[config.mk]
export PLATFORM = sky130hd
export DESIGN_NAME = rf_wb_arbiter
export DESIGN_NICKNAME = d
export VERILOG_FILES = /design/src/rtl/rf_pkg.sv /design/src/rtl/rf_age_counter.sv /design/src/rtl/rf_wb_arbiter.sv
export SDC_FILE = /design/constraint.sdc
export NUM_CORES = 1
export LEC_CHECK = 0
export CAP_MARGIN = 30
export CELL_PAD_IN_SITES_DETAIL_PLACEMENT = 0
export CELL_PAD_IN_SITES_GLOBAL_PLACEMENT = 2
export CORE_ASPECT_RATIO = 1.5
export CORE_UTILIZATION = 21
export DETAILED_ROUTE_END_ITERATION = 8
export GPL_ROUTABILITY_DRIVEN = 0
export GPL_TIMING_DRIVEN = 0
export HOLD_SLACK_MARGIN = 0.08
export PLACE_DENSITY = 0.84
export SYNTH_ARGS = -nofsm -noshare
export SYNTH_HDL_FRONTEND = slang
export SYNTH_HIERARCHICAL = 1
export SYNTH_SLANG_ARGS = --single-unit
[constraint.sdc]
create_clock -name clk -period 4.1 [get_ports clk]
set_input_delay 0.82 -clock clk [delete_from_list [all_inputs] [get_ports clk]]
set_output_delay 0.82 -clock clk [all_outputs]
set_load 0.005 [all_outputs]
[src/rtl/rf_pkg.sv]
// Shared register-file types: widths and address/data typedefs used by the
// register file, the write-back arbiter and the hazard unit.
package rf_pkg;

  localparam int DATA_W   = 16;
  localparam int ADDR_W   = 2;
  localparam int NUM_REGS = 2**ADDR_W;

  typedef logic [ADDR_W-1:0] rf_addr_t;
  typedef logic [DATA_W-1:0] rf_data_t;

  // Which requester owns the write port this cycle.
  typedef enum logic [1:0] {
    GNT_NONE = 2'd0,
    GNT_REQ0 = 2'd1,
    GNT_REQ1 = 2'd2
  } gnt_e;

endpackage

[src/rtl/rf_age_counter.sv]
// Saturating wait counter for the low-priority requester. sat_out tells the
// arbiter that req1 has been held off for MAX cycles and must win next.
module rf_age_counter #(
  parameter int MAX = 3
) (
  input  logic clk,
  input  logic reset,
  input  logic inc,
  input  logic clr,
  output logic sat_out
);

  localparam int             CW    = (MAX < 1) ? 1 : $clog2(MAX + 1);
  localparam logic [CW-1:0]  MAX_C = CW'(MAX);

  logic [CW-1:0] cnt_q, cnt_d;

  // Clear wins over increment; increment stops at MAX.
  always_comb begin
    cnt_d = cnt_q;
    if (clr)
      cnt_d = '0;
    else if (inc && (cnt_q != MAX_C))
      cnt_d = cnt_q + 1'b1;
  end

  // Counter register with synchronous reset.
  always_ff @(posedge clk) begin
    if (reset)
      cnt_q <= '0;
    else
      cnt_q <= cnt_d;
  end

  assign sat_out = (cnt_q == MAX_C);

endmodule

[src/rtl/rf_wb_arbiter.sv]
// Write-back arbiter for the register file's single write port. req0 (main
// WB stage) has fixed priority; req1 is aged so it wins after MAX_WAIT cycles
// of being held off. The winning write is registered for one cycle and drives
// the register file, with a one-hot pending mask for hazard detection.
module rf_wb_arbiter #(
  parameter int DATA_W   = rf_pkg::DATA_W,
  parameter int ADDR_W   = rf_pkg::ADDR_W,
  parameter int MAX_WAIT = 3
) (
  input  logic                     clk,
  input  logic                     reset,
  input  logic                     req0_valid,
  input  logic [ADDR_W-1:0]        req0_addr,
  input  logic [DATA_W-1:0]        req0_data,
  output logic                     req0_ready,
  input  logic                     req1_valid,
  input  logic [ADDR_W-1:0]        req1_addr,
  input  logic [DATA_W-1:0]        req1_data,
  output logic                     req1_ready,
  output logic                     rf_write,
  output logic [ADDR_W-1:0]        rf_addr,
  output logic [DATA_W-1:0]        rf_data,
  output logic [(2**ADDR_W)-1:0]   pending_mask
);

  localparam int NUM_REGS = 2**ADDR_W;

  rf_pkg::gnt_e      gnt;
  logic              wait_sat;
  logic              age_inc, age_clr;
  logic              hs;
  logic              wr_q, wr_d;
  logic [ADDR_W-1:0] addr_q, addr_d;
  logic [DATA_W-1:0] data_q, data_d;

  // Grant: req0 by default, req1 when alone or once it has aged out.
  // Ready is a pure function of valids and the age state, never of rf_*.
  always_comb begin
    gnt = rf_pkg::GNT_NONE;
    if (!reset) begin
      if (req1_valid && (!req0_valid || wait_sat))
        gnt = rf_pkg::GNT_REQ1;
      else if (req0_valid)
        gnt = rf_pkg::GNT_REQ0;
    end
  end

  assign req0_ready = (gnt == rf_pkg::GNT_REQ0);
  assign req1_ready = (gnt == rf_pkg::GNT_REQ1);

  // req1 ages while it is valid but losing; any req1 handshake or idle
  // cycle restarts the count.
  assign age_inc = req1_valid && !req1_ready;
  assign age_clr = !req1_valid || req1_ready;

  rf_age_counter #(
    .MAX (MAX_WAIT)
  ) u_age (
    .clk     (clk),
    .reset   (reset),
    .inc     (age_inc),
    .clr     (age_clr),
    .sat_out (wait_sat)
  );

  assign hs = (gnt != rf_pkg::GNT_NONE);

  // Output stage next state: capture the granted write, otherwise keep the
  // old address/data (don't-care while rf_write is low).
  always_comb begin
    wr_d   = hs;
    addr_d = addr_q;
    data_d = data_q;
    if (gnt == rf_pkg::GNT_REQ1) begin
      addr_d = req1_addr;
      data_d = req1_data;
    end else if (gnt == rf_pkg::GNT_REQ0) begin
      addr_d = req0_addr;
      data_d = req0_data;
    end
  end

  // Output stage register; drains every cycle so it never back-pressures.
  always_ff @(posedge clk) begin
    if (reset) begin
      wr_q   <= 1'b0;
      addr_q <= '0;
      data_q <= '0;
    end else begin
      wr_q   <= wr_d;
      addr_q <= addr_d;
      data_q <= data_d;
    end
  end

  // A write still sitting in the stage when reset rises must not reach the
  // register file, so the write strobe is masked by reset directly.
  assign rf_write = wr_q && !reset;
  assign rf_addr  = addr_q;
  assign rf_data  = data_q;

  // One-hot of the register being written this cycle, for hazard logic.
  always_comb begin
    pending_mask = '0;
    if (rf_write)
      pending_mask = {{(NUM_REGS-1){1'b0}}, 1'b1} << rf_addr;
  end

endmodule
==> summary.md <==
| Metric | Value |
|---|---|
| Mapped Avg Cell Area | `10.0 um^2` |
| Yosys warns | `6` |
| Worst EP arrival | `2710 ps` |
| Port buffer count | `64` |
| Final Instance Area | `1830 um^2` |
| Fin Hold WS | `486 ps` |
| Seq pwr share | `0.460` |
| Slew HR | `0.696` |
| Final Hold Fails | `0` |
| Share of cells above drive strength 1 | `0.0690` |
| CTS resizes | `0` |
| Worst-path clk slew | `70 ps` |
| Post-CTS setup buffer count | `0` |
| Sw power | `0.000126 W` |
| Max Buffers Root-to-Sink | `2` |
| Initial antenna violation count | `0` |
| Post-layout nets | `219` |
| Height of the die | `89.0 um` |
| First-pass GRT wire length | `4600 um` |
| Routed vias | `1027` |
| Logic gate share of total power | `0.276` |
| Clock skew | `7.29 ps` |
| Die ar. | `5340 um^2` |
| Lkg Pwr | `0.664 nW` |
| F_max | `0.283 GHz` |
| Internal power | `0.000381 W` |
| CTS Buf Count | `3` |
| R2R Setup Slk | `1870 ps` |
| Top cell family by delay on the critical path | `buffers and inverters` |
| Synth unique cells | `21` |
| Mapped Nets | `150` |
| Number of DRC markers in iteration 0 | `11` |
| Area of the core | `4850 um^2` |
| CTS H-tree depth | `1` |
| Slowest stage cell, crit path | `clkdlybuf4s50_1` |
| Fill cell count | `511` |
| Crit Path Class | `input pin to output pin` |
| Drt first pass iters | `2` |
| Hold Path Stages | `2` |
| Seq/Total Area, Yosys | `0.397` |
| IO Count | `65` |
| Cell Rows | `31` |
| Largest net degree at the start of global routing | `12` |
| GR Overflow Total | `0` |
| Peak VDD IR | `0.142 mV` |
| Via/cell ratio | `4.28` |
| Final Max Slew Viols | `0` |
| Per-cell routed wire length | `12.2 um` |
| Crit path buffers/inverters | `3` |
| Final setup TNS | `0 ps` |
| Cell Pwr Density | `277 nW/um^2` |
| CP startpoint kind | `input pin` |
| Num Clock Sinks | `21` |
| Worst Path Max Fanout | `10` |
| WHS Endpoint | `rf_data[6]` |
| Critical path endpoint category | `output pin` |
| Critical Path, Cell by Cell | `clkdlybuf4s50_1 > clkbuf_1 > nand3b_1 > ha_1 > clkdlybuf4s50_1` |
| Clk_lat worst skew | `260 ps` |
| Worst Reg-to-Reg Cells | `10` |
| Status | `finished, final reports clean` |
| Cell repeated most along the worst path | `clkdlybuf4s50_1` |
| Post-Syn Instances | `106` |
| GRT Resource Usage Total | `0.118` |
| Clock share of power | `0.264` |
| Placed Instance Area | `1780 um^2` |
| Antenna cells | `0` |
| Critical R2R Capture | `u_age/cnt_q[1]` |
| Detail Route Antenna Nets | `0` |
| Worst min-delay path category | `flop to flop` |
| Post-route DRC | `0` |
| DIE WIDTH | `60 um` |
| CP required | `3280 ps` |
| Area Growth Syn to Fin | `72.5%` |
| Post-CTS Hold Buffers | `0` |
| Slowest cell delay on critical path | `640 ps` |
| Fin crit share | `0.862` |
| CTS tree | `yes` |
| Fin crit period | `3530 ps` |
| Slew @ Worst Pin | `456 ps` |
| Multi-input logic area | `578 um^2` |
| Root Buffer | `clkbuf_8` |
| Final setup viols | `0` |
| WL final | `2930 um` |
| DP HPWL | `2310 um` |
| R2r startpoint | `u_age/cnt_q[0]` |
| Syn Std Cell Area | `1060 um^2` |
| Worst Min Path Start | `rf_data[6]` |
| Unrepaired setup endpoints after global routing | `no` |
| Vias in the first global route | `1010` |
| Starting density of the core | `0.219` |
| Total power | `0.000507 W` |
| # Max-Cap Violations | `0` |
| Yosys reg bits | `21` |
| Register Area | `420 um^2` |
| Sw Share | `0.248` |
==> flip-flops by register name, indices dropped and copies added, names as in the netlist <==
signal / cells
rf_data: 16
rf_addr: 2
u_age/cnt_q: 2
wr_q: 1
==> worst reg2reg max path, delay by kind of cell, from the launching register on <==
family / cells / cell delay, ps
buf+inv: 2 / 320
fa+ha+maj: 2 / 450
flops: 1 / 330
mux: 1 / 220
simple gates: 5 / 800
==> power by group through the flow <==
stage	sequential, W	combinational (W)	clock [W]
2_1_floorplan	0.000238	0.0000535	0
3_3_place_gp	0.000237	0.000139	0
3_5_place_dp	0.000238	0.000142	0
4_1_cts	0.000233	0.000143	0.000139
5_1_grt	0.000236	0.000153	0.000149
6_report	0.000233	0.000140	0.000134
==> metrics by stage <==
| step | utilization | worst slack (ps) | cells |
|---|---|---|---|
| 2_1_floorplan | - | 1830 | 106 |
| 3_3_place_gp | 0.368 | 541 | 236 |
| 3_5_place_dp | 0.368 | 530 | 236 |
| 4_1_cts | 0.377 | 536 | 240 |
| 5_1_grt | 0.377 | 472 | 240 |
| 6_report | 0.377 | 565 | 240 |
==> cell usage after synthesis <==
library cell  count  area share
mux2i_1          19        0.18
inv_1             1      0.0035
and3b_1           4       0.033
nand3b_1          2       0.014
nor2b_1           1      0.0059
nor2b_4           1       0.013
nor3b_1           1      0.0071
nand2b_1          1      0.0059
buf_12            1       0.019
buf_6             1       0.011
nand2_1           1      0.0035
dfxtp_1          21        0.40
and2b_2           1      0.0083
and3_1            1      0.0059
buf_2             3       0.014
clkbuf_1          3       0.011
nor3_2            2       0.019
ha_1              4       0.047
nor2_1           19       0.067
xnor2_1           1      0.0083
a211oi_1         18        0.13
==> cell families after synthesis <==
kind of cell	share of synthesized area
simple gates	0.183
flops	0.397
mux	0.179
compound gates	0.128
buf+inv	0.0578
fa+ha+maj	0.0472
xor+xnor	0.00827
==> placed cells by master (no fill, tap or decap) <==
cell type,Yosys,layout
and2b_2,1,1
inv_1,1,1
clkdlybuf4s50_1,0,64
xnor2_1,1,1
clkbuf_8,0,3
nor3b_1,1,1
nand2b_1,1,1
ha_1,4,4
buf_12,1,1
nor3_2,2,2
dfxtp_1,21,21
buf_2,3,3
nor2b_1,1,1
buf_6,1,1
clkbuf_1,3,4
nor2b_4,1,1
and3_1,1,1
mux2i_1,19,19
and3b_1,4,4
nand3b_1,2,2
nand2_1,1,1
nor2_1,19,19
a211oi_1,18,18
==> area by class of cell <==
class                           instances  area share
Buffer                                  8      0.0315
Clock buffer                            4      0.0246
Inverter                                1     0.00205
Multi-Input combinational cell         76       0.316
Sequential cell                        21       0.230
Tap cell                               66      0.0452
Timing Repair Buffer                   64       0.350
==> layer usage <==
metal	up-vias	track usage	share of wire
met5	-	0	0
met1	466	0.128	0.41
met4	0	0.0761	0.024
met2	37	0.211	0.53
li1	520	-	-
met3	4	0.0116	0.040
==> how the worst max path moves through the flow <==
stage,start,to,slack (ps),cells past startpoint
2_1_floorplan,req0_valid,u_age/cnt_q[1],1830,9
3_3_place_gp,reset,req0_ready,540,5
3_5_place_dp,reset,req0_ready,530,5
4_1_cts,reset,req0_ready,540,5
5_1_grt,reset,req0_ready,470,5
6_report,reset,req0_ready,570,5
Note: power is estimated with default switching activity, not from simulation.
